### src/rtl/bcd_counter_segdis_n.sv
// N-digit BCD up/down counter with prescaled count rate, synchronous load, carry/borrow
// pulse, and a scanned 7-segment display driver with optional leading-zero blanking.
//
// Ports:
//   clk_i       system clock, rising edge
//   rst_ni      asynchronous active-low reset
//   en_i        count enable, sampled on prescaler ticks
//   up_dn_i     1 = count up, 0 = count down
//   load_i      synchronous load strobe (wins over a coincident tick)
//   load_val_i  BCD load value, digit 0 in [3:0]; nibbles above 9 saturate to 9
//   blank_lz_i  1 = blank leading zero digits (digit 0 never blanked)
//   count_o     current BCD value, digit 0 in [3:0]
//   carry_o     one-cycle pulse when the count wraps in either direction
//   seg_com_o   digit strobes, bit i = digit i
//   seg_data_o  segments {a,b,c,d,e,f,g,dp}, bit 7 = a
module bcd_counter_segdis_n #(
   parameter int unsigned DIGITS         = 8,
   parameter int unsigned CNT_DIV        = 1000000,
   parameter int unsigned SCAN_DIV       = 10000,
   parameter bit          COM_ACTIVE_LOW = 1'b1,
   parameter bit          SEG_ACTIVE_LOW = 1'b0
) (
   input  logic                  clk_i,
   input  logic                  rst_ni,
   input  logic                  en_i,
   input  logic                  up_dn_i,
   input  logic                  load_i,
   input  logic [4*DIGITS-1:0]   load_val_i,
   input  logic                  blank_lz_i,
   output logic [4*DIGITS-1:0]   count_o,
   output logic                  carry_o,
   output logic [7:0]            seg_com_o,
   output logic [7:0]            seg_data_o
);

   localparam int unsigned CntW  = (CNT_DIV > 1) ? $clog2(CNT_DIV) : 1;
   localparam int unsigned ScanW = (SCAN_DIV > 1) ? $clog2(SCAN_DIV) : 1;
   localparam logic [CntW-1:0]  CntMax  = CntW'(CNT_DIV - 1);
   localparam logic [ScanW-1:0] ScanMax = ScanW'(SCAN_DIV - 1);
   localparam logic [2:0]       IdxMax  = 3'(DIGITS - 1);
   localparam logic [7:0]       ComOff  = COM_ACTIVE_LOW ? 8'hFF : 8'h00;
   localparam logic [7:0]       SegOff  = SEG_ACTIVE_LOW ? 8'hFF : 8'h00;

   logic [CntW-1:0]     presc_q, presc_d;
   logic [ScanW-1:0]    scan_q, scan_d;
   logic [2:0]          idx_q, idx_d;
   logic [4*DIGITS-1:0] count_q, count_d;
   logic                carry_q, carry_d;
   logic [7:0]          seg_com_q, seg_com_d;
   logic [7:0]          seg_data_q, seg_data_d;

   logic                tick;
   logic [4*DIGITS-1:0] step_val;
   logic                wrap;

   // Free-running dividers for the count rate and the display scan
   always_comb begin
      tick    = (presc_q == CntMax);
      presc_d = tick ? '0 : presc_q + CntW'(1);
      idx_d   = idx_q;
      if (scan_q == ScanMax) begin
         scan_d = '0;
         idx_d  = (idx_q == IdxMax) ? 3'd0 : idx_q + 3'd1;
      end else begin
         scan_d = scan_q + ScanW'(1);
      end
   end

   // Ripple step: wrap stays set only while every digit so far rolled over
   always_comb begin
      step_val = count_q;
      wrap     = 1'b1;
      for (int i = 0; i < DIGITS; i++) begin
         if (wrap) begin
            if (up_dn_i) begin
               if (count_q[4*i +: 4] == 4'd9) begin
                  step_val[4*i +: 4] = 4'd0;
               end else begin
                  step_val[4*i +: 4] = count_q[4*i +: 4] + 4'd1;
                  wrap               = 1'b0;
               end
            end else begin
               if (count_q[4*i +: 4] == 4'd0) begin
                  step_val[4*i +: 4] = 4'd9;
               end else begin
                  step_val[4*i +: 4] = count_q[4*i +: 4] - 4'd1;
                  wrap               = 1'b0;
               end
            end
         end
      end
   end

   always_comb begin
      count_d = count_q;
      carry_d = 1'b0;
      if (load_i) begin
         for (int i = 0; i < DIGITS; i++) begin
            count_d[4*i +: 4] = (load_val_i[4*i +: 4] > 4'd9) ? 4'd9 : load_val_i[4*i +: 4];
         end
      end else if (tick && en_i) begin
         count_d = step_val;
         carry_d = wrap;
      end
   end

   // Display path: digits above DIGITS read as zero so the blanking chain is uniform
   logic [31:0] count_ext;
   logic [3:0]  digit [8];
   logic [7:0]  zero_from;
   logic [3:0]  cur_digit;
   logic        blank;
   logic [7:0]  seg_raw;
   logic [7:0]  com_onehot;

   always_comb begin
      count_ext = 32'(count_q);
      for (int i = 0; i < 8; i++) begin
         digit[i] = count_ext[4*i +: 4];
      end
      zero_from[7] = (digit[7] == 4'd0);
      for (int i = 6; i >= 0; i--) begin
         zero_from[i] = zero_from[i+1] && (digit[i] == 4'd0);
      end
      cur_digit = digit[idx_q];
      blank     = blank_lz_i && (idx_q != 3'd0) && zero_from[idx_q];
      case (cur_digit)
         4'd0:    seg_raw = 8'hFC;
         4'd1:    seg_raw = 8'h60;
         4'd2:    seg_raw = 8'hDA;
         4'd3:    seg_raw = 8'hF2;
         4'd4:    seg_raw = 8'h66;
         4'd5:    seg_raw = 8'hB6;
         4'd6:    seg_raw = 8'hBE;
         4'd7:    seg_raw = 8'hE0;
         4'd8:    seg_raw = 8'hFE;
         4'd9:    seg_raw = 8'hF6;
         default: seg_raw = 8'h00;
      endcase
      if (blank) begin
         seg_raw = 8'h00;
      end
      seg_data_d = SEG_ACTIVE_LOW ? ~seg_raw : seg_raw;
      com_onehot = 8'b1 << idx_q;
      seg_com_d  = COM_ACTIVE_LOW ? ~com_onehot : com_onehot;
   end

   always_ff @(posedge clk_i or negedge rst_ni) begin
      if (!rst_ni) begin
         presc_q    <= '0;
         scan_q     <= '0;
         idx_q      <= 3'd0;
         count_q    <= '0;
         carry_q    <= 1'b0;
         seg_com_q  <= ComOff;
         seg_data_q <= SegOff;
      end else begin
         presc_q    <= presc_d;
         scan_q     <= scan_d;
         idx_q      <= idx_d;
         count_q    <= count_d;
         carry_q    <= carry_d;
         seg_com_q  <= seg_com_d;
         seg_data_q <= seg_data_d;
      end
   end

   assign count_o    = count_q;
   assign carry_o    = carry_q;
   assign seg_com_o  = seg_com_q;
   assign seg_data_o = seg_data_q;

endmodule
### config.mk
export PLATFORM = sky130hd
export DESIGN_NAME = bcd_counter_segdis_n
export DESIGN_NICKNAME = d
export VERILOG_FILES = /design/src/rtl/bcd_counter_segdis_n.sv
export SDC_FILE = /design/constraint.sdc
export NUM_CORES = 1
export LEC_CHECK = 0
export CORE_ASPECT_RATIO = 1.2
export CORE_MARGIN = 1
export CORE_UTILIZATION = 45
export CTS_CLUSTER_DIAMETER = 30
export DETAILED_ROUTE_END_ITERATION = 8
export GPL_ROUTABILITY_DRIVEN = 0
export PLACE_DENSITY_LB_ADDON = 0.05
export SLEW_MARGIN = 25
export SYNTH_ARGS = -nofsm -noshare
export SYNTH_HDL_FRONTEND = slang
export SYNTH_SLANG_ARGS = --single-unit
### constraint.sdc
create_clock -name clk_i -period 3.18 [get_ports clk_i]
set_input_delay 0.636 -clock clk_i [delete_from_list [all_inputs] [get_ports clk_i]]
set_output_delay 0.636 -clock clk_i [all_outputs]
set_load 0.01 [all_outputs]
# Word-level counts from Yosys, hierarchy flattened
# Memories as Yosys holds them, arrays and structs flattened.
# Cells that the tools add are included.
[totals] reg_bits=86 rom_bits=112 inputBits=38 out_inout_bits=49 elab_cells=175 memories=1
[classes] addsub=19 order_cmp=10 n_eq_ne=11 shifts=1 mux=83 bitwise_logic=2 n_reduce_logical=34
[memory_table] name="(no name shown)" words=16 word_bits=7 rd=1 rd_ports_with_merged_regs=0 wr=0 line_no="127" rtl="case (cur_digit)"
[op_table] op="$mux W4" count=41
[op_table] op="$mux W32" count=2
[op_table] op="$mux W1" count=34
[op_table] op="$add A4 B1 Y4 const B" count=8
[op_table] op="$eq A4 B4 Y1 const B" count=8
[op_table] op="$gt A4 B4 Y1 const B" count=8
[op_table] op="$logic_not A4 Y1" count=8
[op_table] op="$sub A4 B1 Y4 const B" count=8
[op_table] op="$add A20 B1 Y20 const B" count=1
[op_table] op="$eq A20 B20 Y1 const B" count=1
[op_table] op="$mux W20" count=1
[op_table] op="$reduce_bool A2 Y1" count=8
[op_table] op="$add A14 B1 Y14 const B" count=1
[op_table] op="$eq A14 B14 Y1 const B" count=1
[op_table] op="$mux W14" count=1
[op_table] op="$reduce_and A2 Y1" count=7
[op_table] op="$bmux W4 S3" count=1
[op_table] op="$logic_and A1 B1 Y1" count=10
[op_table] op="$mux W8" count=1
[op_table] op="$not A8 Y8" count=1
[op_table] op="$shl A1 B3 Y8 const A" count=1
[op_table] op="$ge A4 B4 Y1 const B" count=1
[op_table] op="$lt A3 B4 Y1 const B" count=1
[op_table] op="$not A3 Y4" count=1
[op_table] op="other kinds (5)" count=5

# Logic depth before layout (Yosys ltp)
[logic_depth] ltp_word=12 ltp_mapped=10

# Worst setup path before layout
# OpenSTA, ideal clock, no wires.
[synth_path] path_type="input port to flip-flop" from="in up_dn_i" to="reg count_q[30] (netlist: count_o[30])" setup_ps=134 arrival_time_ps=2212 slack_ps=834 stages=7 path_buffers=2 path_cell_list="buf_2 > or3_1 > a2111oi_0 > and4_1 > buf_2 > mux2i_1 > o21ai_0"
[synth_between] elab_chain_cells=9
[synth_rtl] element="start, declared" line_no="26" rtl="input logic up_dn_i,"
[synth_rtl] element="$mux W1" line_no="75" rtl="if (up_dn_i) begin"
[synth_rtl] element="$mux W1 (6 in a row)" line_no="74" rtl="if (wrap) begin"
[synth_rtl] element="$reduce_bool A2 Y1 (no line)"
[synth_rtl] element="$reduce_and A2 Y1 (no line)"
[synth_rtl] element="end signal, assigned" line_no="161" rtl="count_q <= count_d;"
[synth_rtl] element="end, declared" line_no="47" rtl="logic [4*DIGITS-1:0] count_q, count_d;"
# Parallel ways exist; a longest one is shown, timed or not. The select of a mux whose other input is x is not followed.
# A chain may end at the register's enable or synchronous reset.

# Final worst setup path
[layout_path] from="in up_dn_i" to="reg count_q[29] (netlist: count_o[29])"
# Same word-level chain as after synthesis.

==> qor.yml <==
outcome: "finished clean"
dp_cells: 876
grt_usage_pct: 21.89
via_per_inst: 5.670
fp.dieH_um: 126.0
period_minus_slack_ps: 2563
setup.worst_path.start: "up_dn_i"
hpwl_mm: 9.878
critPathMaxFanout: 30
nNetsFinal: 777
crit_end: "count_o[29]"
gr-usage-met3_pct: 4.969
overflow: 0
first_pass_iters: 4
finalSetupTns_ps: 0
io_pins: 87
ys_ff_latch: 85
finalNonFillerCells: 892
grt_pass1_wl_mm: 23.41
gr-usage-met1_pct: 28.60
synthFlopType: "dfrtp_1"
tightest_slew_ps: 755.7
wire_per_inst_um: 15.58
reg2reg_to: "seg_data_o[3]"
multiInputGateArea_sq_mm: 0.003299
grt_max_degree: 80
drive_gt1_share_pct: 9.166
num_antenna_cells: 0
post_cts_buffers: 0
p_comb_share_pct: 19.9
drtIter0Drc: 219
clock_skew_ps: 11.74
slew-limit-headroom_pct: 49.15
seq_area_frac_synth_pct: 37.04
yosysWarningCount: 0
grt.busiest_layer: "met2"
totalPowerFinal_mw: 2.938
required_ps: 3410
syn2layout_area_growth_pct: 20.99
max_freq_mhz: 390.1
synth_top_area_share_pct: 33.40
pwr-share-clk_pct: 37.0
postRouteAntennaNets: 0
num-fill-cells: 1100
async_reset_ff_share_pct: 100.0
initial_utilization_pct: 46.99
pwr-share-seq_pct: 43.1
intPower_mw: 2.062
r2r_slack_ps: 700
start_kind: "input port"
met2_usage_pct: 36.38
r2r_start: "idx_q[0]"
clkSlewWorstSetupHoldPaths_ps: 70
synthesis.area_sq_mm: 0.005769
grt_pass1_vias: 4830
cts_resized: 0
die_w_um: 105.4
drc_errors: 0
leakagePower_nw: 2.784
synth_top_area_cell: "dfrtp_1"
cts_sinks: 85
crit_arrival_ps: 2790
hold_violations: 0
rsz0062_at_grt: "no"
core-area_sq_mm: 0.01228
detailroute.via_count: 5058
utilization_pct: 56.86
critPathCaptureType: "flop"
fin_crit_sh_pct: 80.61
antenna_found_initial: 0
hp-class: "input port to asynchronous set/reset pin"
synthesis.nets: 728
cts-buffers-inserted: 9
root_buffer: "clkbuf_16"
power_density_mw_per_mm2: 420.9
regArea_sq_mm: 0.002137
hold_buffers: 0
rr_worst_depth: 6
fin_hold_ws_ps: 319.8
rows: 44
cts_tree: "yes"
syn_inst: 677
floorplan.die_area_sq_mm: 0.01328
avgSynthCellArea_sq_um: 8.522
maxCapViolCount: 0
swShare_pct: 29.81
ir_worst_vdd_uv: 271.9
synth_area_leaders: "dfrtp_1 (33%), o21ai_0 (5.6%), xnor2_1 (5.0%)"
synth-edff-count: 0
crit_type: "input port to flop"
setup_viol: 0
htree_levels: 3
cts_buffer_depth: 2
slew_violations: 0
yosysUniqueCellTypes: 65
routed_wl_mm: 13.90
insertion_delay_ps: 340
io_buffers: 85
switchingPower_mw: 0.8758
## metal layers
layer,wire length [um],up-vias
li1,-,2507
met4,214,0
met1,6277,2420
met5,0,-
met2,6723,112
met3,679,19
## per-stage QoR
stage	worst slack, ps	cell area [sq um]
floorplan	834.3	5769
global placement	377.6	6671
detailed placement	291.2	6671
CTS	658.7	6977
global route	473.6	6980
finish	616.6	6980
## worst max-delay path: stages
cell,delay [ps]
buf_2,400
buf_4,340
nand3_1,110
a2111oi_0,500
and4_1,470
mux2i_1,230
o21ai_0,90
## worst min path at each step
| stage | startpoint | cells after the start | to |
|---|---|---|---|
| finish | rst_ni | 1 | seg_data_o[4] |
| global route | rst_ni | 1 | seg_data_o[7] |
| CTS | presc_q[4] | 1 | presc_q[4] |
| detailed placement | presc_q[4] | 1 | presc_q[4] |
| global placement | presc_q[4] | 1 | presc_q[4] |
| floorplan | rst_ni | 0 | carry_o |
## cells in the final DEF (no fill, tap or decap), types with 7 or more instances in the layout
cell	synthesis	final
a21oi_1	34	34
and3_1	16	16
buf_4	1	15
clkbuf_16	0	9
clkdlybuf4s50_1	0	82
dfrtp_1	77	77
dfstp_2	8	8
ha_1	13	13
inv_1	21	21
mux2i_1	17	17
mux4_2	8	8
nand2_1	55	55
nand2b_1	9	9
nand3_1	39	39
nand3b_1	9	9
nor2_1	44	44
nor2b_1	11	11
nor3_1	26	26
nor4_1	12	12
o211ai_1	7	7
o21a_1	10	10
o21ai_0	65	65
xnor2_1	33	33
xor2_1	15	15
## synth_stat cells (all sizes together), types with 2 or more instances
cell type  count
a2111oi        2
a211oi         3
a21oi         34
a221o          2
a221oi         2
a22oi          6
a311oi         2
a31o           2
a31oi          5
and2           5
and3          16
and4           3
buf            9
clkbuf        53
dfrtp         77
dfstp          8
ha            13
inv           22
mux2           6
mux2i         17
mux4           8
nand2         55
nand2b         9
nand3         39
nand3b         9
nand4          6
nor2          46
nor2b         11
nor3          28
nor4          12
nor4b          2
o211ai         7
o21a          10
o21ai         72
o22ai          4
o31ai          4
or3            5
or4            2
xnor2         33
xor2          15
## layout make-up
cell class	count	area share, %
clock inverter	7	1.147
multi-input combinational	508	47.27
clock buffer	9	3.226
timing repair buffer	100	13.68
tap	161	2.886
sequential	85	30.61
inverter	22	1.183
## sequential cells by signal (all words and copies together) (netlist names)
signal / flops
scan_q: 14
presc_q: 20
idx_q: 3
seg_data_o: 7
count_o: 32
carry_o: 1
seg_com_o: 8
## power by group through the flow
stage,clock network [mW],logic [mW],registers [mW]
global placement,0,0.574,1.28
CTS,1.11,0.588,1.26
floorplan,0,0.388,1.21
global route,1.16,0.649,1.28
detailed placement,0,0.584,1.28
finish,1.09,0.584,1.27
## kinds of logic (layout without fill, tap and decap cells)
logic type	Yosys count	after routing	synth area share (%)
AND/OR/NAND/NOR	250	250	22.42
AO/OA/AOI/OAI	165	165	17.28
flip-flops	85	85	37.04
buffers and inverters	84	138	5.769
XOR/XNOR	48	48	7.287
multiplexers	31	31	7.308
adder cells (fa/ha/maj)	13	13	2.819
other	1	1	0.06500
Power figures use the tool's default switching activity.
